==> config.mk <==
export PLATFORM = sky130hd
export DESIGN_NAME = serial_in_buffer
export DESIGN_NICKNAME = d
export VERILOG_FILES = /design/src/rtl/sib_pkg.sv /design/src/rtl/sib_sync.sv /design/src/rtl/serial_in_buffer.sv
export SDC_FILE = /design/constraint.sdc
export NUM_CORES = 1
export LEC_CHECK = 0
export CORE_MARGIN = 4
export CORE_UTILIZATION = 45
export CTS_BUF_LIST = sky130_fd_sc_hd__clkbuf_8
export DETAILED_ROUTE_END_ITERATION = 10
export GPL_TIMING_DRIVEN = 0
export PLACE_DENSITY_LB_ADDON = 0.12
export SETUP_SLACK_MARGIN = 0.4
export SYNTH_ARGS = -nofsm -noshare
export SYNTH_HDL_FRONTEND = slang
export SYNTH_HIERARCHICAL = 1
export SYNTH_SLANG_ARGS = --single-unit
export TNS_END_PERCENT = 100
==> constraint.sdc <==
create_clock -name clk_in -period 5.35 [get_ports clk_in]
set_clock_uncertainty 0.2 [all_clocks]
set_input_delay 0.535 -clock clk_in [delete_from_list [all_inputs] [get_ports clk_in]]
set_output_delay 0.535 -clock clk_in [all_outputs]
set_load 0.1 [all_outputs]
==> src/rtl/sib_pkg.sv <==
// Shared definitions for the serial link: default field widths, frame layout
// and receiver state encoding. The frame constants are also used by the transmitter.
package sib_pkg;

    localparam int DEF_ADDR_W = 7;
    localparam int DEF_DATA_W = 8;
    localparam int FRAME_LEN  = DEF_ADDR_W + DEF_DATA_W;

    // Bit positions within a frame as it sits in the receive shift register.
    localparam int ADDR_MSB = FRAME_LEN - 1;
    localparam int ADDR_LSB = DEF_DATA_W;
    localparam int DATA_MSB = DEF_DATA_W - 1;
    localparam int DATA_LSB = 0;

    typedef enum logic {
        IDLE  = 1'b0,
        SHIFT = 1'b1
    } sib_state_t;

endpackage

==> src/rtl/sib_sync.sv <==
// Multi-flop synchroniser for one asynchronous input, with an optional
// rising-edge pulse taken from the synchronised level.
module sib_sync #(
    parameter int STAGES   = 2,
    parameter bit EDGE_DET = 1'b1
) (
    input  logic clk_in,
    input  logic reset_n,
    input  logic async_in,
    output logic sync_out,
    output logic rise
);

    logic [STAGES-1:0] chain;

    always_ff @(posedge clk_in or negedge reset_n) begin
        if (!reset_n) begin
            chain <= '0;
        end else begin
            chain <= {chain[STAGES-2:0], async_in};
        end
    end

    assign sync_out = chain[STAGES-1];

    generate
        if (EDGE_DET) begin : g_edge
            logic prev;

            always_ff @(posedge clk_in or negedge reset_n) begin
                if (!reset_n) begin
                    prev <= 1'b0;
                end else begin
                    prev <= sync_out;
                end
            end

            assign rise = sync_out & ~prev;
        end else begin : g_no_edge
            assign rise = 1'b0;
        end
    endgenerate

endmodule

==> src/rtl/serial_in_buffer.sv <==
// Serial frame receiver: oversamples InC/InD, rebuilds (A, D) frames and offers
// them on a valid/ready port. Define SIB_TIMEOUT_EN to drop stalled partial frames.
module serial_in_buffer
    import sib_pkg::*;
#(
    parameter int ADDR_W      = DEF_ADDR_W,
    parameter int DATA_W      = DEF_DATA_W,
    parameter int SYNC_STAGES = 2,
    parameter int TIMEOUT     = 64
) (
    input  logic              clk_in,
    input  logic              reset_n,
    input  logic              InD,
    input  logic              InC,
    input  logic              Ready,
    output logic [ADDR_W-1:0] A,
    output logic [DATA_W-1:0] D,
    output logic              Valid,
    output logic              Overrun,
    output logic              Busy
);

    localparam int FRM_LEN = ADDR_W + DATA_W;
    localparam int CNT_W   = $clog2(FRM_LEN + 1);
    localparam logic [CNT_W-1:0] CNT_LAST = CNT_W'(FRM_LEN - 1);

    logic               c_rise;
    logic               c_level_unused;
    logic               d_sync;
    logic               d_rise_unused;
    logic [FRM_LEN-1:0] shift_q;
    logic [FRM_LEN-1:0] frame_next;
    logic [CNT_W-1:0]   bit_cnt;
    logic               valid_q;
    logic               overrun_q;
    sib_state_t         state;

    sib_sync #(.STAGES(SYNC_STAGES), .EDGE_DET(1'b1)) u_sync_c (
        .clk_in   (clk_in),
        .reset_n  (reset_n),
        .async_in (InC),
        .sync_out (c_level_unused),
        .rise     (c_rise)
    );

    sib_sync #(.STAGES(SYNC_STAGES), .EDGE_DET(1'b0)) u_sync_d (
        .clk_in   (clk_in),
        .reset_n  (reset_n),
        .async_in (InD),
        .sync_out (d_sync),
        .rise     (d_rise_unused)
    );

    assign frame_next = {shift_q[FRM_LEN-2:0], d_sync};

`ifdef SIB_TIMEOUT_EN
    localparam int TO_W = $clog2(TIMEOUT);
    localparam logic [TO_W-1:0] TO_LAST = TO_W'(TIMEOUT - 1);

    logic [TO_W-1:0] to_cnt;
`else
    localparam int TIMEOUT_UNUSED = TIMEOUT;
`endif

    // A completed frame only overwrites A/D when the old one is gone or being taken now.
    always_ff @(posedge clk_in or negedge reset_n) begin
        if (!reset_n) begin
            state     <= IDLE;
            shift_q   <= '0;
            bit_cnt   <= '0;
            A         <= '0;
            D         <= '0;
            valid_q   <= 1'b0;
            overrun_q <= 1'b0;
`ifdef SIB_TIMEOUT_EN
            to_cnt    <= '0;
`endif
        end else begin
            overrun_q <= 1'b0;
            if (valid_q && Ready) begin
                valid_q <= 1'b0;
            end

            case (state)
                IDLE: begin
                    if (c_rise) begin
                        shift_q <= {{(FRM_LEN-1){1'b0}}, d_sync};
                        bit_cnt <= CNT_W'(1);
                        state   <= SHIFT;
                    end
                end
                SHIFT: begin
                    if (c_rise) begin
                        shift_q <= frame_next;
                        if (bit_cnt == CNT_LAST) begin
                            bit_cnt <= '0;
                            state   <= IDLE;
                            if (!valid_q || Ready) begin
                                A       <= frame_next[FRM_LEN-1:DATA_W];
                                D       <= frame_next[DATA_W-1:0];
                                valid_q <= 1'b1;
                            end else begin
                                overrun_q <= 1'b1;
                            end
                        end else begin
                            bit_cnt <= bit_cnt + CNT_W'(1);
                        end
                    end
`ifdef SIB_TIMEOUT_EN
                    else if (to_cnt == TO_LAST) begin
                        shift_q <= '0;
                        bit_cnt <= '0;
                        state   <= IDLE;
                    end
`endif
                end
                default: state <= IDLE;
            endcase

`ifdef SIB_TIMEOUT_EN
            if (state == SHIFT && !c_rise && to_cnt != TO_LAST) begin
                to_cnt <= to_cnt + TO_W'(1);
            end else begin
                to_cnt <= '0;
            end
`endif
        end
    end

    assign Valid   = valid_q;
    assign Overrun = overrun_q;
    assign Busy    = (state == SHIFT);

endmodule

==> out/results.ini, run 1 <==
[floorplan]
dieArea_um2 = 4670
fp-row-count = 21
initial_core_util = 0.480
fp.dieW_um = 68.4
die_y_um = 68.4
core_um2 = 3420
ioPinCount = 23

[clock_network]
clock_path_buffers = 2
ctsHoldBuffers = 0
cts_tree = yes
post_cts_buffers = 0
numClockSinks = 41
clk_pin_slew_worst_paths_ps = 70
post_cts_resized = 0
tritoncts.num_buffers = 5
htree_levels = 2
root_buffer = clkbuf_8
clk_latency_ps = 290

[critical_path]
crit_buf_inv = 1
r2r-end = D[0]$_DFFE_PN0P_
r2r_slack_ps = 3450
reg2regPathDepth = 6
max_stage_delay_ps = 1190
crit_family = buffers and inverters
rr_startpoint = bit_cnt[0]$_DFFE_PN0P_
cp_cell_sequence = clkdlybuf4s50_1
crit_arrival_ps = 1950
crit_required_ps = 4620
critical_path_class = register to primary output
critPathLaunchType = register
slowest_stage = clkdlybuf4s50_1
critPathCaptureType = primary output
crit_path_max_fanout = 8

[layout]
multiInputGateArea_um2 = 534
fill_cells = 289
regArea_um2 = 1030
area_growth_pct = 23.0
fin_util = 0.590
nNetsFinal = 160
n_antenna_cell = 0
drive_gt1_frac = 0.190
fin_cells = 199

[global_route]
grt_max_degree = 42
antenna_found_initial = 0
grt_pass1_vias = 1025
grt_use_total = 0.143
grt-ovfl-total = 0
grt_pass1_wl_mm = 4.79

[power]
power.total_uw = 1190
power_density_nw_per_um2 = 589
leakage_uw = 0.000945
vdd_drop_max_v = 0.000260

[logic_synthesis]
syn_area_um2 = 1640
syn_nets = 131
syn_inst = 124
yosysWarnings = 6
synth.avg_cell_area_um2 = 13.2

[placement]
gp_routability_congestion = 0.816
dp_cells = 192
post-dp-hpwl_mm = 1.84
port_buffers = 22

[sta]
fin_tns_setup_ps = 0
hold_viol_final = 0
fmax_ghz = 0.372
grt_setup_unrepaired = false
slew_violations = 0
tightest_slew_ps = 972
setup_viol = 0
fin_crit_ps = 2690
relSlewSlack = 0.350
fin_crit_sh = 0.502

[run]
cap_violations = 0

[min_path]
hold_class = input pin to async pin

[detailed_routing]
firstDrtPassIters = 4
route.detailed.drc = 0
vias = 994
wirelength_mm = 2.73
antenna_left = 0
wire_per_inst_um = 13.7
drtIter0Drc = 80
vias_per_cell = 4.99

[status]
status = finished clean

## layer usage
metal,global-route usage,vias to the layer above,routed length [um]
met5,0,-,0
met4,0.0596,0,39
met3,0.0640,4,136
li1,-,477,-
met1,0.183,493,1310
met2,0.209,20,1250
## stage by stage
stage          setup slack, ps  cell area (um^2)  hold WS [ps]
6_report                  2660              2020           150
5_1_grt                   2610              2020           170
4_1_cts                   2660              2020           157
3_5_place_dp              3000              1910           137
3_3_place_gp              2560              1920           135
2_1_floorplan             3090              1640          39.4
## worst max-delay path by stage
stage	endpoint	from	cells after the start	slack (ps)
after floorplan	A[3]$_DFFE_PN0P_	Busy$_DFF_PN0_	4	3090
after global placement	A[1]$_DFFE_PN0P_	reset_n	1	2560
after detailed placement	Busy	Busy$_DFF_PN0_	1	3000
after CTS	Busy	Busy$_DFF_PN0_	1	2660
after global routing	Busy	Busy$_DFF_PN0_	1	2610
final	Busy	Busy$_DFF_PN0_	1	2660
## power by group
part / internal (uW) / leakage [uW] / switching [uW]
clock: 136 / 0.0000540 / 101
sequential: 387 / 0.000530 / 57.2
combinational: 151 / 0.000362 / 354
## worst reg2reg max path: cells and delay by family (launching register included)
| kind | cells | cell delay [ps] |
|---|---|---|
| adders and majority gates | 1 | 210 |
| DFF | 1 | 400 |
| and+or+nand+nor | 2 | 360 |
| muxes | 1 | 310 |
| buffers and inverters | 2 | 310 |
## flip-flops by register name (all words and copies together) (netlist names)
register / flops
A: 7
Busy: 1
D: 8
Overrun: 1
Valid: 1
bit_cnt: 4
shift_q: 14
u_sync_c/chain: 2
u_sync_c/g_edge.prev: 1
u_sync_d/chain: 2
## cell type report
cell class,instances,share of cell area
buffer,5,0.0149
clock buffer,5,0.0341
clock inverter,2,0.0174
inverter,13,0.0242
multi-input combinational,65,0.265
sequential,41,0.509
tap,46,0.0286
timing repair buffer,22,0.107
## cell usage in the layout, fill, tap and decap left out, drive strengths merged
cell and count:
a211o 1, a21o 1, a21oi 3, a22o 1, and2 1, and3 1
buf 3, bufinv 1, clkbuf 8, clkdlybuf4s50 21, clkinv 1, dfrtp 41
ha 2, inv 13, mux2 16, nand2 4, nand2b 2, nand3 11
nand3b 1, nand4b 2, nor2 1, nor2b 1, nor3 1, o21a 1
o21ai 11, o22ai 1, o2bb2ai 3
Power figures use the tool's default switching activity.
==> inputs of run 2 (changes only) <==
clock period = 2.5 ns   (was 5.35 ns; I/O delays follow)
==> out/results.ini, run 2 (synthesized netlist as in run 1, its figures left out) <==
[layout]
area_growth_pct = 23.4
final_common_cell = dfrtp_1
top_regs = shift_q (14), D (8), A (7)
top_register = shift_q
n_antenna_cell = 0
nNetsFinal = 161
drive_gt1_frac = 0.206
mostFrequentLayoutCells = 39 x dfrtp_1, 18 x dlygate4sd2_1, 13 x inv_1
largest_register_ffs = 14
fin_cells = 201
design_area_um2 = 2020

[placement]
post-dp-hpwl_mm = 1.81
gp_routability_congestion = 0.789
place_area_um2 = 1910
dp_cells = 192
port_buffers = 22
pre_cts_ws_ps = 498

[critical_path]
slowest_stage = dlygate4sd2_1
max_stage_delay_ps = 870
crit_path_max_fanout = 8
crit_arrival_ps = 1600
crit_family = buffers and inverters
crit_buf_inv = 1
critPathCaptureType = primary output
critPathLaunchType = register
cp_cell_sequence = dlygate4sd2_1
crit_required_ps = 2050
critical_path_class = register to primary output

[clock_network]
root_buffer = clkbuf_8
clock_path_buffers = 2
htree_levels = 2
clk_pin_slew_worst_paths_ps = 70
numClockSinks = 41
clk_latency_ps = 300
cts_tree = yes
tritoncts.num_buffers = 5
post_cts_buffers = 0

[status]
status = finished clean

[sta]
fin_crit_sh = 0.819
slew_violations = 0
relSlewSlack = 0.362
fin_crit_ps = 2050
grt_setup_unrepaired = false
fmax_ghz = 0.489
hold_viol_final = 0
setup_viol = 0
timing.final.ws_setup_ps = 454
tightest_slew_ps = 960

[global_route]
antenna_found_initial = 0
grt_pass1_vias = 964
grt_pass1_wl_mm = 4.42
grt-ovfl-total = 0
grt_use_total = 0.134
grt_max_degree = 42

[detailed_routing]
wire_per_inst_um = 13.0
vias_per_cell = 5.07
wirelength_mm = 2.62
drtIter0Drc = 31
vias = 1019
antenna_left = 0
route.detailed.drc = 0
firstDrtPassIters = 4

[min_path]
hold_class = register to register

[floorplan]
core_um2 = 3420
dieArea_um2 = 4670
ioPinCount = 23
die_y_um = 68.4
fp.dieW_um = 68.4
initial_core_util = 0.480
fp-row-count = 21

[power]
vdd_drop_max_v = 0.000617
power_density_nw_per_um2 = 1250
leakage_uw = 0.00102

[run]
cap_violations = 0

run 2: path summary, 6_finish.rpt:
path	from	end	slack [ps]	depth (start not counted)
setup reg to reg	bit_cnt[0]$_DFFE_PN0P_	D[1]$_DFFE_PN0P_	590	6
max in group asynchronous	reset_n	Valid$_DFF_PN0_	1090	2
hold reg to reg	u_sync_d/chain[0]$_DFF_PN0_	u_sync_d/chain[1]$_DFF_PN0_	150	0
hold / removal	u_sync_d/chain[0]$_DFF_PN0_	u_sync_d/chain[1]$_DFF_PN0_	150	0
min in group asynchronous	reset_n	D[3]$_DFFE_PN0P_	400	2
setup / recovery	Busy$_DFF_PN0_	Busy	450	1
run 2: power by group:
part	leakage, uW	switching [uW]	internal [uW]
sequential	0.000528	119	830
clock	0.0000574	227	325
combinational	0.000438	755	270
run 2: through the flow:
step	hold slack, ps	TNS [ps]	utilization	power, uW
floorplan	-246	0	-	1800
global placement	136	-268	0.562	2030
detailed placement	137	0	0.560	2050
CTS	155	0	0.592	2550
global route	157	0	0.592	2650
finish	152	0	0.592	2530
run 2: worst register-to-register path: stages, from the launching register on:
cell and delay, ps:
dfrtp_1 410, inv_1 130, ha_1 210, and2_1 220
nand3_4 140, buf_6 190, mux2_4 310
run 2: repair_timing:
item | in CTS | in global routing
endpoints found under the setup margin | 18 | 0
hold buffers | 1 | 0
hold endpoints to repair | 41 | 0
resized for setup | 18 | 0
run 2: routing by layer:
layer  GRT usage  part of all wire
met1       0.176              0.49
met2       0.193              0.44
met3      0.0394             0.042
met4      0.0819             0.027
met5           0                 0
run 2: layout make-up:
type / instances / area (um^2)
fill: 295 / 1390
sequential: 41 / 1030
multi-input combinational: 65 / 534
timing repair buffer: 23 / 203
clock buffer: 6 / 82.6
tap: 46 / 57.6
inverter: 13 / 48.8
clock inverter: 2 / 37.5
buffer: 5 / 30.0
